## src/rtl/uart_bridge_pkg.sv

```systemverilog
// Shared types and helpers for the UART byte bridge.
// Holds RX/TX state encodings and bit-timing helper functions.
package uart_bridge_pkg;

  typedef enum logic [1:0] {
    RX_IDLE,
    RX_START,
    RX_DATA,
    RX_STOP
  } rx_state_e;

  typedef enum logic [2:0] {
    TX_IDLE,
    TX_START,
    TX_DATA,
    TX_STOP,
    TX_WAITLOW
  } tx_state_e;

  function automatic int clks_per_bit(
    input int freq_hz,
    input int baud
  );
    return freq_hz / baud;
  endfunction

  function automatic int cnt_width(input int clks);
    return $clog2(clks) + 1;
  endfunction

endpackage

```

## src/rtl/uart_byte_rx.sv

```systemverilog
// UART 8N1 receiver: 2-flop synchronizer plus RX FSM.
// Ports: clk, reset, rx_i, load_o, data_o[7:0], frame_err_o.
module uart_byte_rx
  import uart_bridge_pkg::*;
#(
  parameter int CLKS_PER_BIT = 10
) (
  input  logic       clk,
  input  logic       reset,
  input  logic       rx_i,
  output logic       load_o,
  output logic [7:0] data_o,
  output logic       frame_err_o
);

  localparam int CW = cnt_width(CLKS_PER_BIT);
  localparam logic [CW-1:0] FULL =
    CW'(CLKS_PER_BIT - 1);
  localparam logic [CW-1:0] HALF =
    CW'(CLKS_PER_BIT / 2 - 1);

  logic          sync_q;
  logic          rxs_q;
  rx_state_e     st_q, st_d;
  logic [CW-1:0] cnt_q, cnt_d;
  logic [2:0]    bit_q, bit_d;
  logic [7:0]    sh_q, sh_d;
  logic [7:0]    data_q, data_d;
  logic          load_q, load_d;
  logic          ferr_q, ferr_d;

  always_ff @(posedge clk) begin
    if (reset) begin
      sync_q <= 1'b1;
      rxs_q  <= 1'b1;
      st_q   <= RX_IDLE;
      cnt_q  <= '0;
      bit_q  <= '0;
      sh_q   <= '0;
      data_q <= '0;
      load_q <= 1'b0;
      ferr_q <= 1'b0;
    end else begin
      sync_q <= rx_i;
      rxs_q  <= sync_q;
      st_q   <= st_d;
      cnt_q  <= cnt_d;
      bit_q  <= bit_d;
      sh_q   <= sh_d;
      data_q <= data_d;
      load_q <= load_d;
      ferr_q <= ferr_d;
    end
  end

  always_comb begin
    st_d   = st_q;
    cnt_d  = cnt_q + 1'b1;
    bit_d  = bit_q;
    sh_d   = sh_q;
    data_d = data_q;
    load_d = 1'b0;
    ferr_d = 1'b0;
    unique case (st_q)
      RX_IDLE: begin
        cnt_d = '0;
        bit_d = '0;
        if (!rxs_q) st_d = RX_START;
      end
      RX_START: begin
        // mid-start sample: high means glitch
        if (cnt_q == HALF) begin
          cnt_d = '0;
          st_d  = rxs_q ? RX_IDLE : RX_DATA;
        end
      end
      RX_DATA: begin
        if (cnt_q == FULL) begin
          cnt_d = '0;
          sh_d  = {rxs_q, sh_q[7:1]};
          bit_d = bit_q + 1'b1;
          if (bit_q == 3'd7) st_d = RX_STOP;
        end
      end
      RX_STOP: begin
        if (cnt_q == FULL) begin
          cnt_d = '0;
          st_d  = RX_IDLE;
          if (rxs_q) begin
            data_d = sh_q;
            load_d = 1'b1;
          end else begin
            ferr_d = 1'b1;
          end
        end
      end
      default: st_d = RX_IDLE;
    endcase
  end

  assign load_o      = load_q;
  assign data_o      = data_q;
  assign frame_err_o = ferr_q;

endmodule

```

## src/rtl/uart_byte_bridge.sv

```systemverilog
// UART 8N1 <-> byte bridge in front of the GPIO port block.
// Ports: clk, reset, rx, tx, load, datain, ready, enout, dataout, frame_err.
module uart_byte_bridge
  import uart_bridge_pkg::*;
#(
  parameter int CLK_FREQ_HZ = 100000000,
  parameter int BAUD        = 115200
) (
  input  logic       clk,
  input  logic       reset,
  input  logic       rx,
  output logic       tx,
  output logic       load,
  output logic [7:0] datain,
  output logic       ready,
  input  logic       enout,
  input  logic [7:0] dataout,
  output logic       frame_err
);

  localparam int CPB =
    clks_per_bit(CLK_FREQ_HZ, BAUD);
  localparam int CW = cnt_width(CPB);
  localparam logic [CW-1:0] FULL = CW'(CPB - 1);

  uart_byte_rx #(
    .CLKS_PER_BIT(CPB)
  ) u_rx (
    .clk        (clk),
    .reset      (reset),
    .rx_i       (rx),
    .load_o     (load),
    .data_o     (datain),
    .frame_err_o(frame_err)
  );

  tx_state_e     st_q, st_d;
  logic [CW-1:0] cnt_q, cnt_d;
  logic [2:0]    bit_q, bit_d;
  logic [7:0]    sh_q, sh_d;
  logic          tx_q, tx_d;

  always_ff @(posedge clk) begin
    if (reset) begin
      st_q  <= TX_WAITLOW;
      cnt_q <= '0;
      bit_q <= '0;
      sh_q  <= '0;
      tx_q  <= 1'b1;
    end else begin
      st_q  <= st_d;
      cnt_q <= cnt_d;
      bit_q <= bit_d;
      sh_q  <= sh_d;
      tx_q  <= tx_d;
    end
  end

  // tx_d is the line level for the cycle after
  // the edge, so the line is a clean flop output
  always_comb begin
    st_d  = st_q;
    cnt_d = cnt_q + 1'b1;
    bit_d = bit_q;
    sh_d  = sh_q;
    tx_d  = tx_q;
    unique case (st_q)
      TX_IDLE: begin
        cnt_d = '0;
        if (enout) begin
          sh_d = dataout;
          st_d = TX_START;
          tx_d = 1'b0;
        end
      end
      TX_START: begin
        if (cnt_q == FULL) begin
          cnt_d = '0;
          bit_d = '0;
          st_d  = TX_DATA;
          tx_d  = sh_q[0];
        end
      end
      TX_DATA: begin
        if (cnt_q == FULL) begin
          cnt_d = '0;
          if (bit_q == 3'd7) begin
            st_d = TX_STOP;
            tx_d = 1'b1;
          end else begin
            bit_d = bit_q + 1'b1;
            sh_d  = {1'b0, sh_q[7:1]};
            tx_d  = sh_q[1];
          end
        end
      end
      TX_STOP: begin
        if (cnt_q == FULL) begin
          cnt_d = '0;
          st_d  = TX_WAITLOW;
        end
      end
      TX_WAITLOW: begin
        // a held enout must drop before re-arming
        cnt_d = '0;
        if (!enout) st_d = TX_IDLE;
      end
      default: st_d = TX_WAITLOW;
    endcase
  end

  assign ready = (st_q == TX_IDLE);
  assign tx    = tx_q;

endmodule

```

## config.mk

```make
export PLATFORM = sky130hd
export DESIGN_NAME = uart_byte_bridge
export DESIGN_NICKNAME = d
export VERILOG_FILES = /design/src/rtl/uart_bridge_pkg.sv /design/src/rtl/uart_byte_rx.sv /design/src/rtl/uart_byte_bridge.sv
export SDC_FILE = /design/constraint.sdc
export NUM_CORES = 1
export LEC_CHECK = 0
export CAP_MARGIN = 40
export CELL_PAD_IN_SITES_DETAIL_PLACEMENT = 1
export CELL_PAD_IN_SITES_GLOBAL_PLACEMENT = 1
export CORE_ASPECT_RATIO = 0.9
export CORE_MARGIN = 4
export CORE_UTILIZATION = 40
export DETAILED_ROUTE_END_ITERATION = 10
export GPL_ROUTABILITY_DRIVEN = 0
export PLACE_DENSITY = 0.86
export SYNTH_ARGS = -nofsm -noshare
export SYNTH_HDL_FRONTEND = slang
export SYNTH_SLANG_ARGS = --single-unit
```

## constraint.sdc

```tcl
create_clock -name clk -period 1.72 [get_ports clk]
set_input_delay 0.344 -clock clk [delete_from_list [all_inputs] [get_ports clk]]
set_output_delay 0.344 -clock clk [all_outputs]
set_load 0.02 [all_outputs]
```

==> results.sh <==
export IMPL_outcome="finished with violations"
export IMPL_violations="negative setup slack"
export IMPL_synthCells=298
export IMPL_place_hpwl_um=4730
export IMPL_routed_wl_met2_um=3600
export IMPL_rsz0062_at_grt="yes"
export IMPL_synth_edf_count=0
export IMPL_layout_setup_ws_ns=-0.00853
export IMPL_drc=0
export IMPL_die_h_um=87.5
export IMPL_synth_nets=317
export IMPL_initialDrtViolationCount=55
export IMPL_ant_nets=0
export IMPL_yosys_area_top_type="dfxtp_1"
export IMPL_die_w_um=96.4
export IMPL_boundaryPins=24
export IMPL_final_cells=450
export IMPL_path_buf_inv=1
export IMPL_synthTopCellsByArea="dfxtp_1 (44%), mux2i_1 (8.5%), nor2_1 (6.1%), xor2_1 (4.0%), nand3_1 (3.6%)"
export IMPL_met1_length_um=3230
export IMPL_critPathKind="register to register"
export IMPL_path_cells="or3_1 -> or4_4 -> a22oi_2 -> buf_4 -> nor2_1"
export IMPL_endpoint_kind="register"
export IMPL_worst_hold_slack_ns=0.421
export IMPL_final_nets=374
export IMPL_placed_cells=429
export IMPL_vias=2371
export IMPL_grt_first_pass_wirelength_um=11800
export IMPL_grt_use_total_pct=18.1
export IMPL_drt_wl_total_um=7190
export IMPL_synth_seq_cells=62
export IMPL_leakage_uw=0.00136
export IMPL_root_buffer="clkbuf_8"
export IMPL_arrival_ns=1.96
export IMPL_cp_start_kind="register"
export IMPL_synthArstFlopShare_pct=0
export IMPL_grt_start_max_net_pins=26
export IMPL_grt_pass1_vias=2476
export IMPL_worstPathRequired_ns=1.95
export IMPL_ys_flop_type="dfxtp_1"
export IMPL_relSlewSlack_pct=72.8
export IMPL_synth_cell_types=50
export IMPL_fmax_mhz=579
export IMPL_irDropWorstVdd_uv=462
export IMPL_fin_setup_tns_ns=-0.0199
export IMPL_drive_gt1_share_pct=23.9
export IMPL_cts_inserted_buffers=9
export IMPL_cts_sinks=62
export IMPL_yosysWarnings=0
export IMPL_crit_fanout=4
export IMPL_fin_worst_skew_ns=0.0117
export IMPL_htreeDepth=3
export IMPL_top_layer_used="met4"
export IMPL_drt_vias_per_instance=5.27
export IMPL_finalSetupViolCount=3
export IMPL_p_per_area_mw_per_mm2=770
export IMPL_fill_cells=777
export IMPL_synth_top_area_share_pct=44.1
export IMPL_critPathTopFamily="simple AND/OR/NAND/NOR gates"
export IMPL_routedWlPerCell_um=16.0
export IMPL_timing_final_crit_share_pct=100
export IMPL_slew_viol_final=0
export IMPL_slowest_delay_ns=0.50
export IMPL_maxCapViolCount=0
export IMPL_die_area_mm2=0.00844
export IMPL_hold_viol=0
export IMPL_grt_antenna_before_repair=0
export IMPL_wl_met3_um=271
export IMPL_power_uw=2810
export IMPL_cp_slowest_cell="or4_4"
export IMPL_first_pass_iters=4
export IMPL_tightest_slew_ns=0.408
export IMPL_post_route_min_period_ns=1.73
export IMPL_area_growth_pct=29.7
export IMPL_std_cell_rows=28
export IMPL_initial_utilization_pct=42.0
export IMPL_core_mm2=0.00669
export IMPL_yosysSeqAreaShare_pct=44.1
export IMPL_clk_pin_slew_worst_paths_ns=0.08
export IMPL_io_buffer_count=23
export IMPL_place_ws_ns=-0.162
export IMPL_avgSynthCellArea_um2=9.43
export IMPL_hp_class="register to register"
export IMPL_diodes=0
export IMPL_overflow=0
export IMPL_cts_tree="yes"
export IMPL_clk_latency_ns=0.35
export IMPL_syn_cell_area_mm2=0.00281
export IMPL_ctsLongestPathBuffers=2
==> metal layers <==
metal	up-vias	global-route usage, %
met5	-	0
met4	0	6.24
met3	8	5.93
met2	39	30.4
met1	1143	21.6
li1	1181	-
==> report_power, final <==
part           switching (uW)  internal [uW]  total [uW]
Sequential               16.6           1460        1470
Combinational            92.4           87.7         180
Clock                     589            568        1160
==> final cells by class <==
type / count / area (um^2) / area share [%]
clock buffers: 12 / 145 / 3.98
flip-flops and latches: 62 / 1250 / 34.2
repair buffers: 63 / 546 / 15.0
well taps: 90 / 113 / 3.09
clock inverters: 4 / 31.3 / 0.858
multi-input cells: 213 / 1540 / 42.3
inverters: 6 / 22.5 / 0.617
==> placed cells by master, fill, tap and decap left out, drive strengths merged, types with 4 or more instances in the layout <==
| master | synthesis | layout |
|---|---|---|
| nand2b | 6 | 6 |
| clkbuf | 9 | 13 |
| o21ai | 7 | 7 |
| nor2 | 46 | 46 |
| dfxtp | 62 | 62 |
| a21oi | 13 | 13 |
| nor3 | 4 | 4 |
| a311oi | 10 | 10 |
| nand2 | 8 | 8 |
| nand3 | 20 | 20 |
| clkdlybuf4s50 | 0 | 22 |
| buf | 9 | 40 |
| inv | 6 | 7 |
| mux2i | 24 | 24 |
| nand4 | 4 | 4 |
| xnor2 | 6 | 6 |
| and3 | 7 | 7 |
| xor2 | 13 | 13 |
| ha | 7 | 7 |
==> flip-flops by register name, summed over array words and instances, names as in the netlist, named ones only <==
signal and cells:
tx 1, u_rx.st_q 1, sh_q 8, u_rx.rxs_q 1, u_rx.data_o 8, st_q 3, u_rx.sh_q 8, cnt_q 11
u_rx.bit_q 3, u_rx.cnt_q 11, u_rx.frame_err_o 1, u_rx.sync_q 1, u_rx.load_o 1, bit_q 3
==> metrics by stage <==
stage,util (%),area [um^2]
final,54.5,3650
after detailed placement,49.7,3330
after CTS,53.2,3560
after global routing,54.5,3650
after floorplan,-,2810
after global placement,49.7,3330
==> synth_stat cells, types with 6 or more instances <==
| cell | count |
|---|---|
| a21oi_1 | 13 |
| a311oi_1 | 10 |
| and3_1 | 6 |
| buf_2 | 6 |
| clkbuf_1 | 8 |
| dfxtp_1 | 62 |
| ha_1 | 7 |
| inv_1 | 6 |
| mux2i_1 | 24 |
| nand2_1 | 8 |
| nand2b_1 | 6 |
| nand3_1 | 20 |
| nor2_1 | 46 |
| o21ai_0 | 7 |
| xnor2_1 | 6 |
| xor2_1 | 13 |
==> what timing repair did <==
action | CTS | global route
endpoints found under the setup margin | 21 | 51
pin swaps | 9 | 4
cloned | 0 | 1
gates resized for setup | 11 | 22
buffers inserted | 3 | 1
hold buffers | 0 | 0
==> worst paths after layout <==
check	slack, ns	from	depth (start not counted)	end
max	-0.009	u_rx.cnt_q[10]	5	u_rx.cnt_q[9]
max reg2reg	-0.009	u_rx.cnt_q[10]	5	u_rx.cnt_q[9]
min	0.42	u_rx.sync_q	1	u_rx.rxs_q
min reg2reg	0.42	u_rx.sync_q	1	u_rx.rxs_q
==> logic make-up (layout without fill, tap and decap cells) <==
family	after synthesis	in the layout	share of synthesized area [%]
DFF	62	62	44.1
and+or+nand+nor	121	121	23.5
adders and majority gates	7	7	3.12
AOI/OAI and AO/OA	41	42	10.1
xor gates and xnor gates	19	19	5.92
muxes	24	24	8.54
buffers and inverters	24	85	4.67
Power figures use the tool's default switching activity.
==> variant, RTL diff (same settings) <==
The parameter `CLK_FREQ_HZ` goes from 100000000 to 400000000.
--- a/src/rtl/uart_byte_bridge.sv
+++ b/src/rtl/uart_byte_bridge.sv
@@ -3,7 +3,7 @@
 module uart_byte_bridge
   import uart_bridge_pkg::*;
 #(
-  parameter int CLK_FREQ_HZ = 100000000,
+  parameter int CLK_FREQ_HZ = 400000000,
   parameter int BAUD        = 115200
 ) (
   input  logic       clk,
Function: same outputs for any inputs over 10 cycles, from zero or initial values and one cycle with reset high; that may be too few to reach the edited logic, so the function may still have changed.
==> variant against the original RTL <==
Final area is 18% higher. Routed wire length is 62% higher. Setup slack worse by 620 ps. Combinational power is 43% higher. Synthesized area is 6.0% higher. Sequential cell count is 4 higher. The flow still finishes with violations (negative setup slack). Sequential power is 7% higher. Total power is 14% higher. Critical path type unchanged.
==> variant: results (changes against the original RTL) <==
Timing
  • Hold Violations, Final: 0 (unchanged)
  • Min Hold Slack: 435.4 ps (+14.82 ps)
  • Actual slew at the worst max-slew pin: 570.0 ps (+162.0 ps)
  • Clock Skew: 12.20 ps (+0.5463 ps)
  • Setup violators final: 38 (+35)
  • Setup WS post-layout: -630.0 ps (-621.5 ps)
  • Setup TNS: -15,150 ps (-15,130 ps)

Logic synthesis
  • Register area share after synthesis: 0.4433 (+0.001847)
  • Synth top area cells: dfxtp_1 44%, nor2_1 6.9%, mux2i_1 5.7%
  • Syn nets: 363 (+15%)
  • Yosys warns: 0 (unchanged)
  • Leading cell types by count after synthesis: 66 x dfxtp_1, 55 x nor2_1, 24 x nand2_1, 18 x nand3_1, 17 x mux2i_1
  • Synth unique cells: 44 (-12%)
  • Post-synth top flop: dfxtp_1
  • Post-synth ARST share: 0 (unchanged)

Clock network
  • CTS H-tree depth: 3 (unchanged)
  • CTS Buf Count: 9 (unchanged)
  • Worst-case clock buffer depth: 2 (unchanged)
  • Root Buffer: clkbuf_8
  • Worst-Skew Late Latency: 360 ps
  • Clock Pin Slew Worst Setup and Hold Paths: 80 ps (about the same)

GRT
  • Initial antenna violation count: 0 (unchanged)
  • Grt total ovfl: 0 (unchanged)
  • GRT Util Overall: 0.2230 (+0.04241)
  • Largest net degree at the start of global routing: 18 (-31%)
  • Vias in the first global route: 3,087 (+25%)
  • First-pass GRT wire length: 15.93 mm (+35%)

Status
  • Failing checks: negative setup slack
  • Status: finished with violations

Final layout
  • Layout cells sized above 1: 0.3132 (+0.07434)
  • Fin nets: 444 (+19%)
  • Fillers: 802 (+3.2%)
  • Biggest regs: cnt_q x13, u_rx.cnt_q x13
  • N_diodes: 0 (unchanged)

Routing
  • Initial DRC count: 194 (+250%)
  • First-pass DRT Iterations: 5 (+1)
  • Final wirelength: 11.65 mm (+62%)
  • Detailed-route via count: 3,013 (+27%)

Pwr
  • Max VDD drop: 419.6 µV (-9.3%)
  • Reported leakage power: 1.711 nW (+26%)

Placement
  • DP HPWL: 5.990 mm (+27%)
  • Dpl ws: -526.3 ps (-364.3 ps)
  • Buffers on Ports: 23 (unchanged)

Worst setup path
  • Reg-to-Reg End: u_rx.sh_q[0]
  • Worst reg2reg path depth: 7 (+2)
  • Worst EP arrival: 2590 ps (+630 ps)
  • R2R Path Start: u_rx.cnt_q[1]
  • CP Max Fanout: 5 (+1)

Min path
  • Min-delay worst type: reg2reg
  • Hold endpoint: u_rx.rxs_q
  • Worst hold stages: 1 (unchanged)
  • Hold path startpoint: u_rx.sync_q
-- variant: changes by cell type in the layout (fill, tap and decap cells not counted), moves of 4 or more --
cell and change:
o21ai_0 +4, a21oi_1 -7, a311oi_1 -9, inv_1 +7, buf_6 +7, nand2_1 +12, nor2b_1 +6, a31oi_1 +10
nand2b_1 -4, dfxtp_1 +4, buf_4 +14, nor2_1 +6, mux2i_1 -9
-- variant: final cells by class --
type,count,area (µm²),area share
Clock inverter,7,77.57,0.01804
Sequential cell,66,1329,0.3091
Timing Repair Buffer,88,807.0,0.1877
Inverter,13,48.80,0.01135
Multi-Input combinational cell,248,1797,0.4179
Clock buffer,9,123.9,0.02881
Tap cell,93,116.4,0.02707
-- variant: cells by family after synthesis --
family | Yosys count | synth area share
buffers and inverters | 31 | 0.04198
AOI/OAI and AO/OA | 45 | 0.09698
xor gates and xnor gates | 22 | 0.06465
DFF | 66 | 0.4433
muxes | 18 | 0.06087
adders and majority gates | 6 | 0.02519
and+or+nand+nor | 157 | 0.2670
-- variant: how the worst max path moves through the flow --
stage	from	to	slack (ps)
after CTS	u_rx.cnt_q[1]	u_rx.sh_q[7]	-510
after floorplan	u_rx.cnt_q[1]	u_rx.sh_q[0]	-470
final	u_rx.cnt_q[1]	u_rx.sh_q[0]	-630
after global placement	u_rx.cnt_q[1]	u_rx.sh_q[0]	-430
after detailed placement	u_rx.cnt_q[1]	u_rx.sh_q[0]	-530
after global routing	u_rx.cnt_q[1]	u_rx.sh_q[4]	-700
-- variant: repair_timing --
action | 4_1_cts | 5_1_grt
setup endpoints to repair | 53 | 59
pin swaps | 8 | 11
buffers inserted | 4 | 5
gates resized for setup | 22 | 48
gates cloned | 1 | 1
-- variant: power by group --
group          switching, W  internal (W)
clock              0.000691      0.000681
combinational      0.000136      0.000121
sequential        0.0000282       0.00155
total              0.000855       0.00236
-- variant: critical path, stage by stage (launching register included) --
cell and delay [ps]:
dfxtp_2 370, ha_4 140, or4b_4 460, or4_4 440, or3_4 380, buf_6 160
mux2i_2 200, nor2_1 90
-- variant: metal layers --
metal  up-vias  wire length, µm  global-route usage
met2       109             5839              0.3770
met4         0              493             0.08191
li1       1355                -                   -
met3        47              559             0.06037
met5         -                0                   0
met1      1502             4755              0.2692
-- variant: metrics by stage --
stage	instance area [µm²]	cells
after CTS	4034	519
after detailed placement	3721	498
final	4299	524
after global routing	4299	524
after floorplan	3012	345
after global placement	3721	498
